## config.mk

```make
export PLATFORM = sky130hd
export DESIGN_NAME = uart_rx_port_flat
export DESIGN_NICKNAME = d
export VERILOG_FILES = /design/src/rtl/uart_rx_pkg.sv /design/src/rtl/uart_rx_port_if.sv /design/src/rtl/uart_rx_port_fifo.sv /design/src/rtl/uart_rx_port.sv /design/src/flat_wrapper.sv
export SDC_FILE = /design/constraint.sdc
export NUM_CORES = 1
export LEC_CHECK = 0
export CELL_PAD_IN_SITES_DETAIL_PLACEMENT = 0
export CELL_PAD_IN_SITES_GLOBAL_PLACEMENT = 1
export CORE_ASPECT_RATIO = 1.5
export CORE_MARGIN = 3
export CORE_UTILIZATION = 30
export DETAILED_ROUTE_END_ITERATION = 12
export PLACE_DENSITY_LB_ADDON = 0.1
export RECOVER_POWER = 100
export SYNTH_ARGS = -nofsm -noshare
export SYNTH_HDL_FRONTEND = slang
export SYNTH_HIERARCHICAL = 1
export SYNTH_SLANG_ARGS = --single-unit
```

## constraint.sdc

```tcl
create_clock -name clk -period 3.8 [get_ports clk]
set_clock_uncertainty 0.15 [all_clocks]
set_input_delay 0.38 -clock clk [delete_from_list [all_inputs] [get_ports clk]]
set_output_delay 0.38 -clock clk [all_outputs]
set_load 0.02 [all_outputs]
```

## src/rtl/uart_rx_pkg.sv

```systemverilog
// Shared types and constants for the port-mapped 8N1 UART receiver.
// Parity support is compiled in only when UART_RX_PARITY_EN is defined.
package uart_rx_pkg;

  localparam int unsigned BAUD_DIV_DEFAULT = 5208;
  localparam int unsigned PORT_W           = 16;
  localparam int unsigned COUNT_FIELD_W    = 4;

  localparam int unsigned ST_NOT_EMPTY   = 0;
  localparam int unsigned ST_FULL        = 1;
  localparam int unsigned ST_OVERRUN     = 2;
  localparam int unsigned ST_FRAMING_ERR = 3;
  localparam int unsigned ST_PARITY_ERR  = 4;
  localparam int unsigned ST_COUNT_LSB   = 8;

  typedef enum logic [2:0] {
    S_IDLE,
    S_START,
    S_DATA,
`ifdef UART_RX_PARITY_EN
    S_PARITY,
`endif
    S_STOP
  } rx_state_t;

`ifdef UART_RX_PARITY_EN
  // Even parity holds when data plus parity bit carry an even number of ones.
  function automatic logic even_parity_ok(input logic [7:0] data, input logic pbit);
    return ~(^{data, pbit});
  endfunction
`endif

endpackage

```

## src/rtl/uart_rx_port_if.sv

```systemverilog
// Processor-side port bundle of the UART receiver: serial line, read strobes, read data, interrupt.
interface uart_rx_port_if;
  logic        rx;
  logic        rd_data;
  logic        rd_status;
  logic        int_ack;
  logic [15:0] in_port;
  logic        interrupt;

  modport slave (
    input  rx, rd_data, rd_status, int_ack,
    output in_port, interrupt
  );

  modport master (
    output rx, rd_data, rd_status, int_ack,
    input  in_port, interrupt
  );
endinterface

```

## src/rtl/uart_rx_port_fifo.sv

```systemverilog
// Small synchronous byte FIFO; a push on a full FIFO is accepted only when a pop frees the head slot.
module rx_fifo #(
  parameter int unsigned DEPTH = 8,
  parameter int unsigned CNT_W = $clog2(DEPTH + 1)
) (
  input  logic             clk,
  input  logic             rst,
  input  logic             push,
  input  logic             pop,
  input  logic [7:0]       din,
  output logic [7:0]       head,
  output logic [CNT_W-1:0] count,
  output logic             full,
  output logic             empty
);

  localparam int unsigned PTR_W = $clog2(DEPTH);

  logic [7:0]       mem [DEPTH];
  logic [PTR_W-1:0] wr_ptr;
  logic [PTR_W-1:0] rd_ptr;
  logic             do_push;
  logic             do_pop;

  assign empty   = (count == '0);
  assign full    = (count == CNT_W'(DEPTH));
  assign do_pop  = pop && !empty;
  assign do_push = push && (!full || do_pop);
  assign head    = mem[rd_ptr];

  // When full, a simultaneous push overwrites the slot being popped, which is the correct tail.
  always_ff @(posedge clk) begin
    if (!rst) begin
      wr_ptr <= '0;
      rd_ptr <= '0;
      count  <= '0;
      mem    <= '{default: '0};
    end else begin
      if (do_push) begin
        mem[wr_ptr] <= din;
        wr_ptr      <= wr_ptr + PTR_W'(1);
      end
      if (do_pop) begin
        rd_ptr <= rd_ptr + PTR_W'(1);
      end
      if (do_push && !do_pop) begin
        count <= count + CNT_W'(1);
      end else if (do_pop && !do_push) begin
        count <= count - CNT_W'(1);
      end
    end
  end

endmodule

```

## src/rtl/uart_rx_port.sv

```systemverilog
// Port-mapped 8N1 serial receiver with byte FIFO, sticky error flags and a level interrupt.
// Define UART_RX_PARITY_EN to add an even-parity bit after the data bits.
module uart_rx_port
  import uart_rx_pkg::*;
#(
  parameter int unsigned BAUD_DIV   = BAUD_DIV_DEFAULT,
  parameter int unsigned FIFO_DEPTH = 8
) (
  input  logic           clk,
  input  logic           rst,
  uart_rx_port_if.slave  bus
);

  localparam int unsigned CNT_W      = $clog2(BAUD_DIV);
  localparam int unsigned FIFO_CNT_W = $clog2(FIFO_DEPTH + 1);
  localparam logic [CNT_W-1:0] HALF_LOAD = CNT_W'(BAUD_DIV / 2 - 1);
  localparam logic [CNT_W-1:0] FULL_LOAD = CNT_W'(BAUD_DIV - 1);

  logic [1:0]            sync_q;
  logic                  rx_s;
  rx_state_t             state_q;
  rx_state_t             state_d;
  logic [CNT_W-1:0]      cnt_q;
  logic [2:0]            bit_q;
  logic [7:0]            shift_q;
  logic                  cnt_zero;

  logic                  load_half_c;
  logic                  load_full_c;
  logic                  shift_c;
  logic                  stop_sample_c;
  logic                  push_req_c;
  logic                  frame_bad_c;
  logic                  pop_c;
  logic                  push_ok_c;
  logic                  overrun_set_c;
  logic                  error_set_c;
  logic                  status_clr_c;

  logic                  overrun_q;
  logic                  framing_err_q;
  logic                  interrupt_q;

  logic [7:0]            head;
  logic [FIFO_CNT_W-1:0] fifo_count;
  logic                  fifo_full;
  logic                  fifo_empty;
  logic [PORT_W-1:0]     status_c;

`ifdef UART_RX_PARITY_EN
  logic                  parity_sample_c;
  logic                  parity_bad_c;
  logic                  parity_err_q;
`endif

  // Synchroniser resets high so reset release never looks like a start bit.
  always_ff @(posedge clk) begin
    if (!rst) begin
      sync_q <= 2'b11;
    end else begin
      sync_q <= {sync_q[0], bus.rx};
    end
  end

  assign rx_s     = sync_q[1];
  assign cnt_zero = (cnt_q == '0);

  always_ff @(posedge clk) begin
    if (!rst) begin
      state_q <= S_IDLE;
    end else begin
      state_q <= state_d;
    end
  end

  always_comb begin
    state_d = state_q;
    case (state_q)
      S_IDLE:   if (!rx_s) state_d = S_START;
      S_START:  if (cnt_zero) state_d = rx_s ? S_IDLE : S_DATA;
      S_DATA: begin
        if (cnt_zero && bit_q == 3'd7) begin
`ifdef UART_RX_PARITY_EN
          state_d = S_PARITY;
`else
          state_d = S_STOP;
`endif
        end
      end
`ifdef UART_RX_PARITY_EN
      S_PARITY: if (cnt_zero) state_d = S_STOP;
`endif
      S_STOP:   if (cnt_zero) state_d = S_IDLE;
      default:  state_d = S_IDLE;
    endcase
  end

  always_comb begin
    load_half_c   = 1'b0;
    load_full_c   = 1'b0;
    shift_c       = 1'b0;
    stop_sample_c = 1'b0;
`ifdef UART_RX_PARITY_EN
    parity_sample_c = 1'b0;
`endif
    case (state_q)
      S_IDLE:  load_half_c = !rx_s;
      S_START: load_full_c = cnt_zero && !rx_s;
      S_DATA: begin
        shift_c     = cnt_zero;
        load_full_c = cnt_zero;
      end
`ifdef UART_RX_PARITY_EN
      S_PARITY: begin
        parity_sample_c = cnt_zero;
        load_full_c     = cnt_zero;
      end
`endif
      S_STOP:  stop_sample_c = cnt_zero;
      default: ;
    endcase
  end

  // Bit timer, bit index and LSB-first shift register.
  always_ff @(posedge clk) begin
    if (!rst) begin
      cnt_q   <= '0;
      bit_q   <= '0;
      shift_q <= '0;
    end else begin
      if (load_half_c) begin
        cnt_q <= HALF_LOAD;
        bit_q <= '0;
      end else if (load_full_c) begin
        cnt_q <= FULL_LOAD;
      end else if (!cnt_zero) begin
        cnt_q <= cnt_q - CNT_W'(1);
      end
      if (shift_c) begin
        shift_q <= {rx_s, shift_q[7:1]};
        bit_q   <= bit_q + 3'd1;
      end
    end
  end

  assign status_clr_c  = bus.rd_status && !bus.rd_data;
  assign pop_c         = bus.rd_data && !fifo_empty;
  assign push_req_c    = stop_sample_c && rx_s;
  assign frame_bad_c   = stop_sample_c && !rx_s;
  assign push_ok_c     = push_req_c && (!fifo_full || pop_c);
  assign overrun_set_c = push_req_c && fifo_full && !pop_c;

`ifdef UART_RX_PARITY_EN
  assign parity_bad_c = parity_sample_c && !even_parity_ok(shift_q, rx_s);
  assign error_set_c  = overrun_set_c || frame_bad_c || parity_bad_c;
`else
  assign error_set_c  = overrun_set_c || frame_bad_c;
`endif

  rx_fifo #(
    .DEPTH (FIFO_DEPTH),
    .CNT_W (FIFO_CNT_W)
  ) u_fifo (
    .clk   (clk),
    .rst   (rst),
    .push  (push_ok_c),
    .pop   (pop_c),
    .din   (shift_q),
    .head  (head),
    .count (fifo_count),
    .full  (fifo_full),
    .empty (fifo_empty)
  );

  // Sticky flags: a set event on the clearing edge keeps the flag set.
  always_ff @(posedge clk) begin
    if (!rst) begin
      overrun_q     <= 1'b0;
      framing_err_q <= 1'b0;
      interrupt_q   <= 1'b0;
`ifdef UART_RX_PARITY_EN
      parity_err_q  <= 1'b0;
`endif
    end else begin
      overrun_q     <= (overrun_q && !status_clr_c) || overrun_set_c;
      framing_err_q <= (framing_err_q && !status_clr_c) || frame_bad_c;
`ifdef UART_RX_PARITY_EN
      parity_err_q  <= (parity_err_q && !status_clr_c) || parity_bad_c;
`endif
      if (push_ok_c || error_set_c) begin
        interrupt_q <= 1'b1;
      end else if (bus.int_ack) begin
        interrupt_q <= 1'b0;
      end
    end
  end

  always_comb begin
    status_c                                   = '0;
    status_c[ST_NOT_EMPTY]                     = !fifo_empty;
    status_c[ST_FULL]                          = fifo_full;
    status_c[ST_OVERRUN]                       = overrun_q;
    status_c[ST_FRAMING_ERR]                   = framing_err_q;
`ifdef UART_RX_PARITY_EN
    status_c[ST_PARITY_ERR]                    = parity_err_q;
`endif
    status_c[ST_COUNT_LSB +: COUNT_FIELD_W]    = COUNT_FIELD_W'(fifo_count);
  end

  assign bus.in_port   = bus.rd_data   ? {8'h00, (fifo_empty ? 8'h00 : head)} :
                         bus.rd_status ? status_c : '0;
  assign bus.interrupt = interrupt_q;

endmodule

```

## src/flat_wrapper.sv

```systemverilog
// flat-port wrapper written by rule: the top's interface ports become plain ports
module uart_rx_port_flat import uart_rx_pkg::*;
#(
  parameter int unsigned BAUD_DIV   = BAUD_DIV_DEFAULT,
  parameter int unsigned FIFO_DEPTH = 8
)
  (clk, rst, bus_rx, bus_rd_data, bus_rd_status, bus_int_ack, bus_in_port, bus_interrupt);
  uart_rx_port_if bus_i ();
  input  logic clk;
  input  logic rst;
  input wire logic [$bits(bus_i.rx)-1:0] bus_rx;
  input wire logic [$bits(bus_i.rd_data)-1:0] bus_rd_data;
  input wire logic [$bits(bus_i.rd_status)-1:0] bus_rd_status;
  input wire logic [$bits(bus_i.int_ack)-1:0] bus_int_ack;
  output wire logic [$bits(bus_i.in_port)-1:0] bus_in_port;
  output wire logic [$bits(bus_i.interrupt)-1:0] bus_interrupt;
  assign bus_i.rx = bus_rx;
  assign bus_i.rd_data = bus_rd_data;
  assign bus_i.rd_status = bus_rd_status;
  assign bus_i.int_ack = bus_int_ack;
  assign bus_in_port = bus_i.in_port;
  assign bus_interrupt = bus_i.interrupt;
  uart_rx_port #(.BAUD_DIV(BAUD_DIV), .FIFO_DEPTH(FIFO_DEPTH)) u_core (.clk(clk), .rst(rst), .bus(bus_i));
endmodule
```

==> results.json, run 1 <==
{
  "grt_usage_pct": 14.4,
  "io_pins": 23,
  "pwr_density_cell_nw_per_um2": 508,
  "firstDrtPassIters": 4,
  "synth_edf_count": 0,
  "netlist_top_cells_count": "dfxtp_1 (105), nand2_1 (92), mux2i_1 (67)",
  "cts_tree": "done",
  "path_clk_slew_ns": 0.08,
  "nNetsFinal": 539,
  "hold_buffers": 0,
  "slew_headroom_pct": -22.8,
  "die-width_um": 113,
  "grt_max_degree": 95,
  "antenna_found_initial": 0,
  "synthDistinctLibCells": 62,
  "start_util_pct": 30.6,
  "yosysSeqAreaShare_pct": 40.8,
  "path_class": "reg2out",
  "drv_slew": 95,
  "synth_most_common_cell": "dfxtp_1",
  "tightest_slew_ns": 1.84,
  "design_area_sq_um": 5730,
  "highest_layer": "met4",
  "cts_sinks": 105,
  "globalRouteOverflowTotal": 0,
  "synth_top_flop_cell": "dfxtp_1",
  "totalWireLength_mm": 12.8,
  "route.met3.wl_um": 249,
  "setup_violations": 0,
  "ant_nets": 0,
  "viasPerCell": 5.02,
  "period_needed_ns": 3.41,
  "drc": 0,
  "whs_ns": 0.272,
  "io_buffers": 18,
  "leakage_nw": 2.46,
  "synth_top_area_share_pct": 40.8,
  "violations": "max-capacitance violations, max-slew violations",
  "post_cts_buffers": 0,
  "required_ns": 3.27,
  "wirelength_met1_mm": 5.54,
  "synth_area_sq_um": 5160,
  "ctsResizeCount": 0,
  "routabilityCongestion": 0.775,
  "crit_path_start_kind": "register",
  "fillers": 1788,
  "row_count": 58,
  "dr_wl_met2_mm": 6.73,
  "max-cap-violations": 1,
  "placed_area_sq_um": 5490,
  "cts_root_buffer": "clkbuf_16",
  "dr_total_vias": 3683,
  "cts.path.max_buffers": 2,
  "clock.fmax_mhz": 293,
  "grt_pass1_wl_mm": 21.0,
  "end_kind": "primary output",
  "async_flop_share_pct": 0,
  "tns_ns": 0,
  "final_hold_viol_count": 0,
  "arrival_ns": 2.88,
  "wl_per_cell_um": 17.4,
  "grt_setup_unrepaired": "false",
  "outcome": "complete, but fails checks",
  "initialDrtViolationCount": 134,
  "syn_to_final_growth_pct": 11.1,
  "fin_crit_sh_pct": 89.9,
  "hold_class": "reg2reg",
  "cts_buffers": 9,
  "synth_area_per_cell_sq_um": 10.0,
  "cts_max_level": 3,
  "synth_area_leaders": "dfxtp_1 (41%), mux2i_1 (13%), mux4_2 (7.0%), nand2_1 (6.7%), ha_1 (3.2%)",
  "ys_ff_latch": 105,
  "drive_gt1_share_pct": 12.0,
  "dp_hpwl_mm": 8.54,
  "clock_latency_ns": 0.36,
  "die_area_sq_um": 18800,
  "max-vdd-ir-drop_mv": 0.355,
  "grt_pass1_vias": 3799,
  "synthCells": 514,
  "yosys.area.top_type": "dfxtp_1",
  "crit_fanout": 10,
  "die_h_um": 167,
  "synth_warnings": 6,
  "core_area_sq_um": 16800,
  "antenna_cells": 0
}
==> power by group <==
group	leakage, nW	total, mW	internal (mW)	switching, mW
logic	1.46	0.651	0.299	0.352
registers	0.848	1.28	1.17	0.110
clock network	0.149	0.983	0.526	0.458
==> per-stage QoR <==
step / worst slack, ns / power [mW] / std cells / utilization [%]
finish: 0.385 / 2.91 / 734 / 34.0
CTS: 0.402 / 2.97 / 734 / 34.5
floorplan: 0.340 / 1.82 / 517 / -
global route: 0.112 / 3.10 / 734 / 34.0
global placement: 0.577 / 1.96 / 718 / 32.6
detailed placement: 0.514 / 1.96 / 718 / 32.6
==> final timing paths <==
kind / from / endpoint / slack [ns] / cells past startpoint
max: u_core/u_fifo/rd_ptr[1] / bus_in_port[5] / 0.39 / 5
max reg2reg: u_core/cnt_q[0] / u_core/u_fifo/count[3] / 0.46 / 15
min: u_core/sync_q[0] / u_core/sync_q[1] / 0.27 / 1
min reg2reg: u_core/sync_q[0] / u_core/sync_q[1] / 0.27 / 1
==> registers in the layout, indices dropped and copies added (netlist names) <==
signal,flops
u_core/bit_q,3
u_core/bus.interrupt,1
u_core/cnt_q,13
u_core/framing_err_q,1
u_core/overrun_q,1
u_core/shift_q,8
u_core/state_q,2
u_core/sync_q,2
u_core/u_fifo/count,4
u_core/u_fifo/mem,64
u_core/u_fifo/rd_ptr,3
u_core/u_fifo/wr_ptr,3
==> layout make-up <==
class | count | area, sq um | share of cell area (%)
clock inverter | 7 | 83.8 | 1.46
multi-input combinational | 364 | 2790 | 48.6
inverter | 13 | 48.8 | 0.852
tap | 210 | 263 | 4.59
timing repair buffer | 26 | 221 | 3.87
sequential | 105 | 2100 | 36.7
clock buffer | 9 | 225 | 3.93
==> layout by cell type (no fill, tap or decap), types with 10 or more instances in the layout <==
| cell type | instances |
|---|---|
| nand2_1 | 92 |
| mux4_2 | 16 |
| ha_1 | 13 |
| nand3_1 | 21 |
| inv_1 | 12 |
| mux2_2 | 10 |
| mux2i_1 | 67 |
| dlygate4sd3_1 | 11 |
| and2_1 | 12 |
| a21oi_1 | 23 |
| dfxtp_1 | 105 |
==> routing by layer <==
| metal | global-route usage [%] | up-vias |
|---|---|---|
| li1 | - | 1824 |
| met1 | 16.9 | 1808 |
| met2 | 25.7 | 36 |
| met3 | 2.47 | 15 |
| met4 | 5.91 | 0 |
| met5 | 0 | - |
==> critical path, stage by stage, from the launching register on <==
cell	delay (ns)
dfxtp_1	0.67
buf_4	0.30
mux4_2	0.52
mux2_2	0.27
and2_1	0.13
dlygate4sd3_1	0.64
==> logic make-up after synthesis <==
| family | Yosys count | synth area share [%] |
|---|---|---|
| simple gates | 185 | 20.0 |
| flops | 105 | 40.8 |
| mux | 94 | 22.4 |
| compound gates | 57 | 6.99 |
| buf+inv | 48 | 4.56 |
| fa+ha+maj | 14 | 3.54 |
| xor+xnor | 10 | 1.70 |
| other cells | 1 | 0.0727 |
Power figures use the tool's default switching activity.
==> run 2, diff against run 1 <==
==> constraint.sdc (replaced) <==
create_clock -name clk -period 2.85 [get_ports clk]
set_clock_uncertainty 0.15 [all_clocks]
set_input_delay 0.285 -clock clk [delete_from_list [all_inputs] [get_ports clk]]
set_output_delay 0.285 -clock clk [all_outputs]
set_load 0.02 [all_outputs]
==> run 2 against run 1 <==
The run now ends clean. Final cell count is 3.7% higher. Largest power group unchanged. Routed wire length is 3.5% higher. Highest routed layer unchanged. Critical endpoint is now u_core/u_fifo/count[3]. Via count is 3.8% higher. Non-clock buffer count is 27 higher.
==> results.json, run 2 (same netlist as run 1, synthesis figures left out) <==
{
  "die_area_sq_um": 18800,
  "cp_num_buf_inv": 3,
  "crit_fanout": 4,
  "slew_headroom_pct": 58.6,
  "crit_cells": 15,
  "final_cell_mix": "dfxtp_1 (103), nand2_1 (92), mux2i_1 (67), buf_4 (32), a21oi_1 (21)",
  "reg2reg_depth": 15,
  "cts_tree": "done",
  "whs_path_depth": 1,
  "totalWireLength_mm": 13.2,
  "hold_buffers": 0,
  "globalRouteOverflowTotal": 0,
  "antenna_cells": 0,
  "io_pins": 23,
  "wl_per_cell_um": 17.4,
  "crit_path_frequent_cell": "ha_4",
  "cts_sinks": 105,
  "top_regs": "u_core/u_fifo/mem x64, u_core/cnt_q x13, u_core/shift_q x8",
  "dr_total_vias": 3822,
  "whs_ns": 0.263,
  "clock.fmax_mhz": 361,
  "grt_setup_unrepaired": "true",
  "dp_hpwl_mm": 8.78,
  "design_area_sq_um": 6180,
  "drive_gt1_share_pct": 20.7,
  "hold_class": "reg2reg",
  "firstDrtPassIters": 4,
  "clock_latency_ns": 0.35,
  "cts_buffers": 9,
  "slowest_delay_ns": 0.37,
  "pwr_density_cell_nw_per_um2": 689,
  "arrival_ns": 2.90,
  "start_util_pct": 30.6,
  "row_count": 58,
  "grt_max_degree": 66,
  "ant_nets": 0,
  "final_hold_viol_count": 0,
  "die-width_um": 113,
  "max-cap-violations": 0,
  "cts.path.max_buffers": 2,
  "tightest_slew_ns": 0.612,
  "r2r_setup_slack_ns": 0.08,
  "max-vdd-ir-drop_mv": 0.503,
  "worstPathCellList": "inv_4 > ha_4 > nor4b_4 > and3_4 > nand3_4 > a21oi_4 > o21ai_4 > inv_2 > ha_4 > inv_4 > ha_4 > a21oi_4 > a211oi_2 > a31oi_1 > mux2i_1",
  "path_class": "reg2reg",
  "viasPerCell": 5.02,
  "crit_path_start_kind": "register",
  "crit_family": "compound AO/OA/AOI/OAI gates",
  "path_clk_slew_ns": 0.07,
  "grt_usage_pct": 14.7,
  "end_kind": "register",
  "timing.rr.start": "u_core/cnt_q[0]",
  "worstReg2RegEnd": "u_core/u_fifo/count[3]",
  "min_to": "u_core/sync_q[1]",
  "antenna_found_initial": 0,
  "largest_reg_flops": 64,
  "initialDrtViolationCount": 130,
  "drv_slew": 0,
  "grt_pass1_vias": 3828,
  "die_h_um": 167,
  "cts_max_level": 3,
  "placed_area_sq_um": 5730,
  "io_buffers": 18,
  "fillers": 1689,
  "layout_commonest_cell": "dfxtp_1",
  "cts_root_buffer": "clkbuf_16",
  "core_area_sq_um": 16800,
  "required_ns": 2.98,
  "outcome": "finished, final reports clean",
  "drc": 0,
  "leakage_nw": 2.68,
  "hp-start": "u_core/sync_q[0]",
  "setup_violations": 0,
  "postLayoutCoreUtil_pct": 36.7,
  "period_needed_ns": 2.77,
  "syn_to_final_growth_pct": 19.8,
  "nNetsFinal": 566,
  "grt_pass1_wl_mm": 21.8,
  "largest-register": "u_core/u_fifo/mem",
  "cp_slowest_cell": "dfxtp_4",
  "fin_crit_sh_pct": 97.1,
  "routabilityCongestion": 0.763
}
run 2: cell count changes in the layout (fill, tap and decap cells not counted), sizes merged:
cell | before | now
bufinv | 1 | 3
dlygate4sd3 | 11 | 0
buf | 5 | 35
dlygate4sd2 | 0 | 8
clkdlybuf4s50 | 6 | 9
clkinvlp | 1 | 0
clkinv | 1 | 2
inv | 17 | 12
run 2: stage by stage:
step / setup WS (ns) / setup TNS (ns) / instances / power (mW)
2_1_floorplan: -0.188 / -0.319 / 517 / 2.45
3_3_place_gp: 0.0938 / 0 / 738 / 2.74
3_5_place_dp: 0.0127 / 0 / 738 / 2.73
4_1_cts: 0.0112 / 0 / 754 / 4.24
5_1_grt: -0.0297 / -0.0297 / 761 / 4.48
6_report: 0.0834 / 0 / 761 / 4.26
run 2: layer usage:
| metal | up-vias | part of all wire, % | GRT usage [%] |
|---|---|---|---|
| met5 | - | 0 | 0 |
| met4 | 0 | 2.4 | 5.70 |
| li1 | 1870 | - | - |
| met3 | 18 | 1.8 | 2.33 |
| met2 | 40 | 51 | 24.9 |
| met1 | 1894 | 45 | 18.5 |
run 2: report_power, final:
group	internal, mW	switching (mW)
Clock	0.910	0.568
Sequential	1.56	0.117
Combinational	0.533	0.567
run 2: timing repair:
item                                    4_1_cts  5_1_grt
endpoints found under the hold margin         0        0
setup buffers                                 0        7
gates resized for setup                       9       11
endpoints found under the setup margin        9        2
pin swaps                                     0        4
run 2: how the worst max path moves through the flow:
stage	startpoint	endpoint	slack, ns
detailed placement	u_core/cnt_q[0]	u_core/u_fifo/count[3]	0.01
CTS	u_core/cnt_q[0]	u_core/u_fifo/count[3]	0.01
global placement	bus_rd_data	u_core/u_fifo/count[3]	0.09
floorplan	u_core/cnt_q[0]	u_core/u_fifo/count[3]	-0.19
global route	u_core/cnt_q[0]	u_core/u_fifo/count[3]	-0.03
finish	u_core/cnt_q[0]	u_core/u_fifo/count[3]	0.08
run 2: final cells by class:
type / instances / area (sq um) / area share, %
Sequential cell: 105 / 2110 / 34.1
Inverter: 13 / 53.8 / 0.871
Multi-Input combinational cell: 364 / 2940 / 47.5
Timing Repair Buffer: 53 / 464 / 7.51
Tap cell: 210 / 263 / 4.25
Clock buffer: 12 / 256 / 4.15
Clock inverter: 4 / 98.8 / 1.60
==> run 3, diff against run 2 <==
--- a/config.mk
+++ b/config.mk
@@ -10,6 +10,7 @@
 export CORE_ASPECT_RATIO = 1.5
 export CORE_MARGIN = 3
 export CORE_UTILIZATION = 30
+export CTS_BUF_LIST = sky130_fd_sc_hd__clkbuf_2 sky130_fd_sc_hd__clkbuf_4 sky130_fd_sc_hd__clkbuf_8
 export DETAILED_ROUTE_END_ITERATION = 12
 export PLACE_DENSITY_LB_ADDON = 0.1
 export RECOVER_POWER = 100
==> run 3 against run 2 <==
Combinational power about the same. Final cell count unchanged. Fmax up 0.24%. Sequential power about the same. Routed wire length up 0.18%. Clock-buffer cell count unchanged. Largest cell class unchanged. Largest power group unchanged.
==> results.json, run 3 (same netlist as run 1, synthesis figures left out) <==
{
  "outcome": "finished, final reports clean",
  "firstDrtPassIters": 4,
  "fin_cells": 761,
  "ff_latch_area_sq_um": 2110,
  "top_regs": "u_core/u_fifo/mem x64, u_core/cnt_q x13, u_core/shift_q x8",
  "multiInputGateArea_sq_um": 2940,
  "totalWireLength_mm": 13.3,
  "wirelength_met1_mm": 5.95,
  "fin_crit_sh_pct": 96.8,
  "drive_gt1_share_pct": 21.1,
  "routabilityCongestion": 0.763,
  "crit_fanout": 4,
  "setup_ws_ns": 0.0901,
  "io_buffers": 18,
  "initialDrtViolationCount": 164,
  "cts_root_buffer": "clkbuf_8",
  "row_count": 58,
  "largest_reg_flops": 64,
  "pre_cts_slack_ns": 0.0127,
  "final_hold_viol_count": 0,
  "antenna_cells": 0,
  "route.met3.wl_um": 254,
  "crit_path_start_kind": "register",
  "wl_per_cell_um": 17.4,
  "pwr_density_cell_nw_per_um2": 650,
  "dp_hpwl_mm": 8.78,
  "path_class": "reg2reg",
  "drv_slew": 0,
  "cts_max_level": 3,
  "drc": 0,
  "ant_nets": 0,
  "hold_class": "in2reg",
  "fillers": 1699,
  "largest-register": "u_core/u_fifo/mem",
  "required_ns": 3.01,
  "tightest_slew_ns": 0.627,
  "layout_commonest_cell": "dfxtp_1",
  "syn_to_final_growth_pct": 18.0,
  "leakage_nw": 2.64,
  "max-cap-violations": 0,
  "highest_layer": "met4",
  "slew_headroom_pct": 58.0,
  "core_area_sq_um": 16800,
  "globalRouteOverflowTotal": 0,
  "path_clk_slew_ns": 0.11,
  "start_util_pct": 30.6,
  "die_h_um": 167,
  "period_needed_ns": 2.76,
  "cts_sinks": 105,
  "dr_total_vias": 3830,
  "nNetsFinal": 566,
  "cts.path.max_buffers": 2,
  "viasPerCell": 5.03,
  "clock.fmax_mhz": 362,
  "grt_pass1_vias": 3820,
  "dp.cells": 738,
  "grt_pass1_wl_mm": 21.7,
  "clock_latency_ns": 0.39,
  "cts_tree": "done",
  "max-vdd-ir-drop_mv": 0.496,
  "end_kind": "register",
  "arrival_ns": 2.92,
  "grt_max_degree": 66,
  "final_cell_mix": "dfxtp_1 (103), nand2_1 (92), mux2i_1 (67), buf_4 (32), a21oi_1 (21)",
  "cts_buffers": 9,
  "die-width_um": 113,
  "grt_setup_unrepaired": "true",
  "grt_usage_pct": 14.7,
  "tns_ns": 0,
  "die_area_sq_um": 18800,
  "dr_wl_met2_mm": 6.75,
  "antenna_found_initial": 0,
  "setup_violations": 0,
  "io_pins": 23
}
## run 3: worst paths after layout
check | from | endpoint | slack [ns] | cells after the start
hold reg to reg | u_core/sync_q[0] | u_core/sync_q[1] | 0.27 | 1
hold / removal | rst | u_core/sync_q[1] | 0.23 | 3
setup reg to reg | u_core/cnt_q[0] | u_core/u_fifo/count[3] | 0.09 | 15
setup / recovery | u_core/cnt_q[0] | u_core/u_fifo/count[3] | 0.09 | 15
## run 3: per-stage QoR
| step | utilization [%] | area [sq um] | hold WS [ns] | total power [mW] |
|---|---|---|---|---|
| 6_report | 36.1 | 6080 | 0.225 | 3.95 |
| 5_1_grt | 36.1 | 6080 | 0.237 | 4.18 |
| 4_1_cts | 35.5 | 5980 | 0.205 | 3.94 |
| 3_5_place_dp | 34.0 | 5730 | 0.251 | 2.73 |
| 3_3_place_gp | 34.0 | 5730 | 0.261 | 2.74 |
| 2_1_floorplan | - | 5230 | 0.236 | 2.45 |
## run 3: critical path: stages (launching register included)
cell      delay (ns)
dfxtp_4         0.38
inv_4           0.06
ha_4            0.12
nor4b_4         0.24
and3_4          0.26
nand3_4         0.09
a21oi_4         0.16
o21ai_4         0.09
inv_2           0.08
ha_4            0.15
inv_4           0.05
ha_4            0.23
a21oi_4         0.16
a211oi_2        0.08
a31oi_1         0.20
mux2i_1         0.19
## run 3: timing repair
| action | 4_1_cts | 5_1_grt |
|---|---|---|
| endpoints found under the setup margin | 9 | 2 |
| gates resized for setup | 9 | 11 |
| hold buffers | 0 | 0 |
| pin swaps | 0 | 4 |
| setup buffers | 0 | 7 |
## run 3: final cells by class
cell class                      count  area share (%)
Clock buffer                       12            2.61
Tap cell                          210            4.32
Clock inverter                      4            1.62
Multi-Input combinational cell    364            48.3
Sequential cell                   105            34.6
Inverter                           13           0.884
Timing Repair Buffer               53            7.65
## run 3: layer usage
metal / GRT usage (%) / up-vias
met5: 0 / -
met3: 2.44 / 13
met2: 24.7 / 51
met1: 18.4 / 1897
met4: 6.49 / 0
li1: - / 1869
## run 3: power by group
part,switching (mW),internal [mW],total [mW]
combinational,0.567,0.533,1.10
sequential,0.116,1.56,1.68
clock,0.533,0.644,1.18
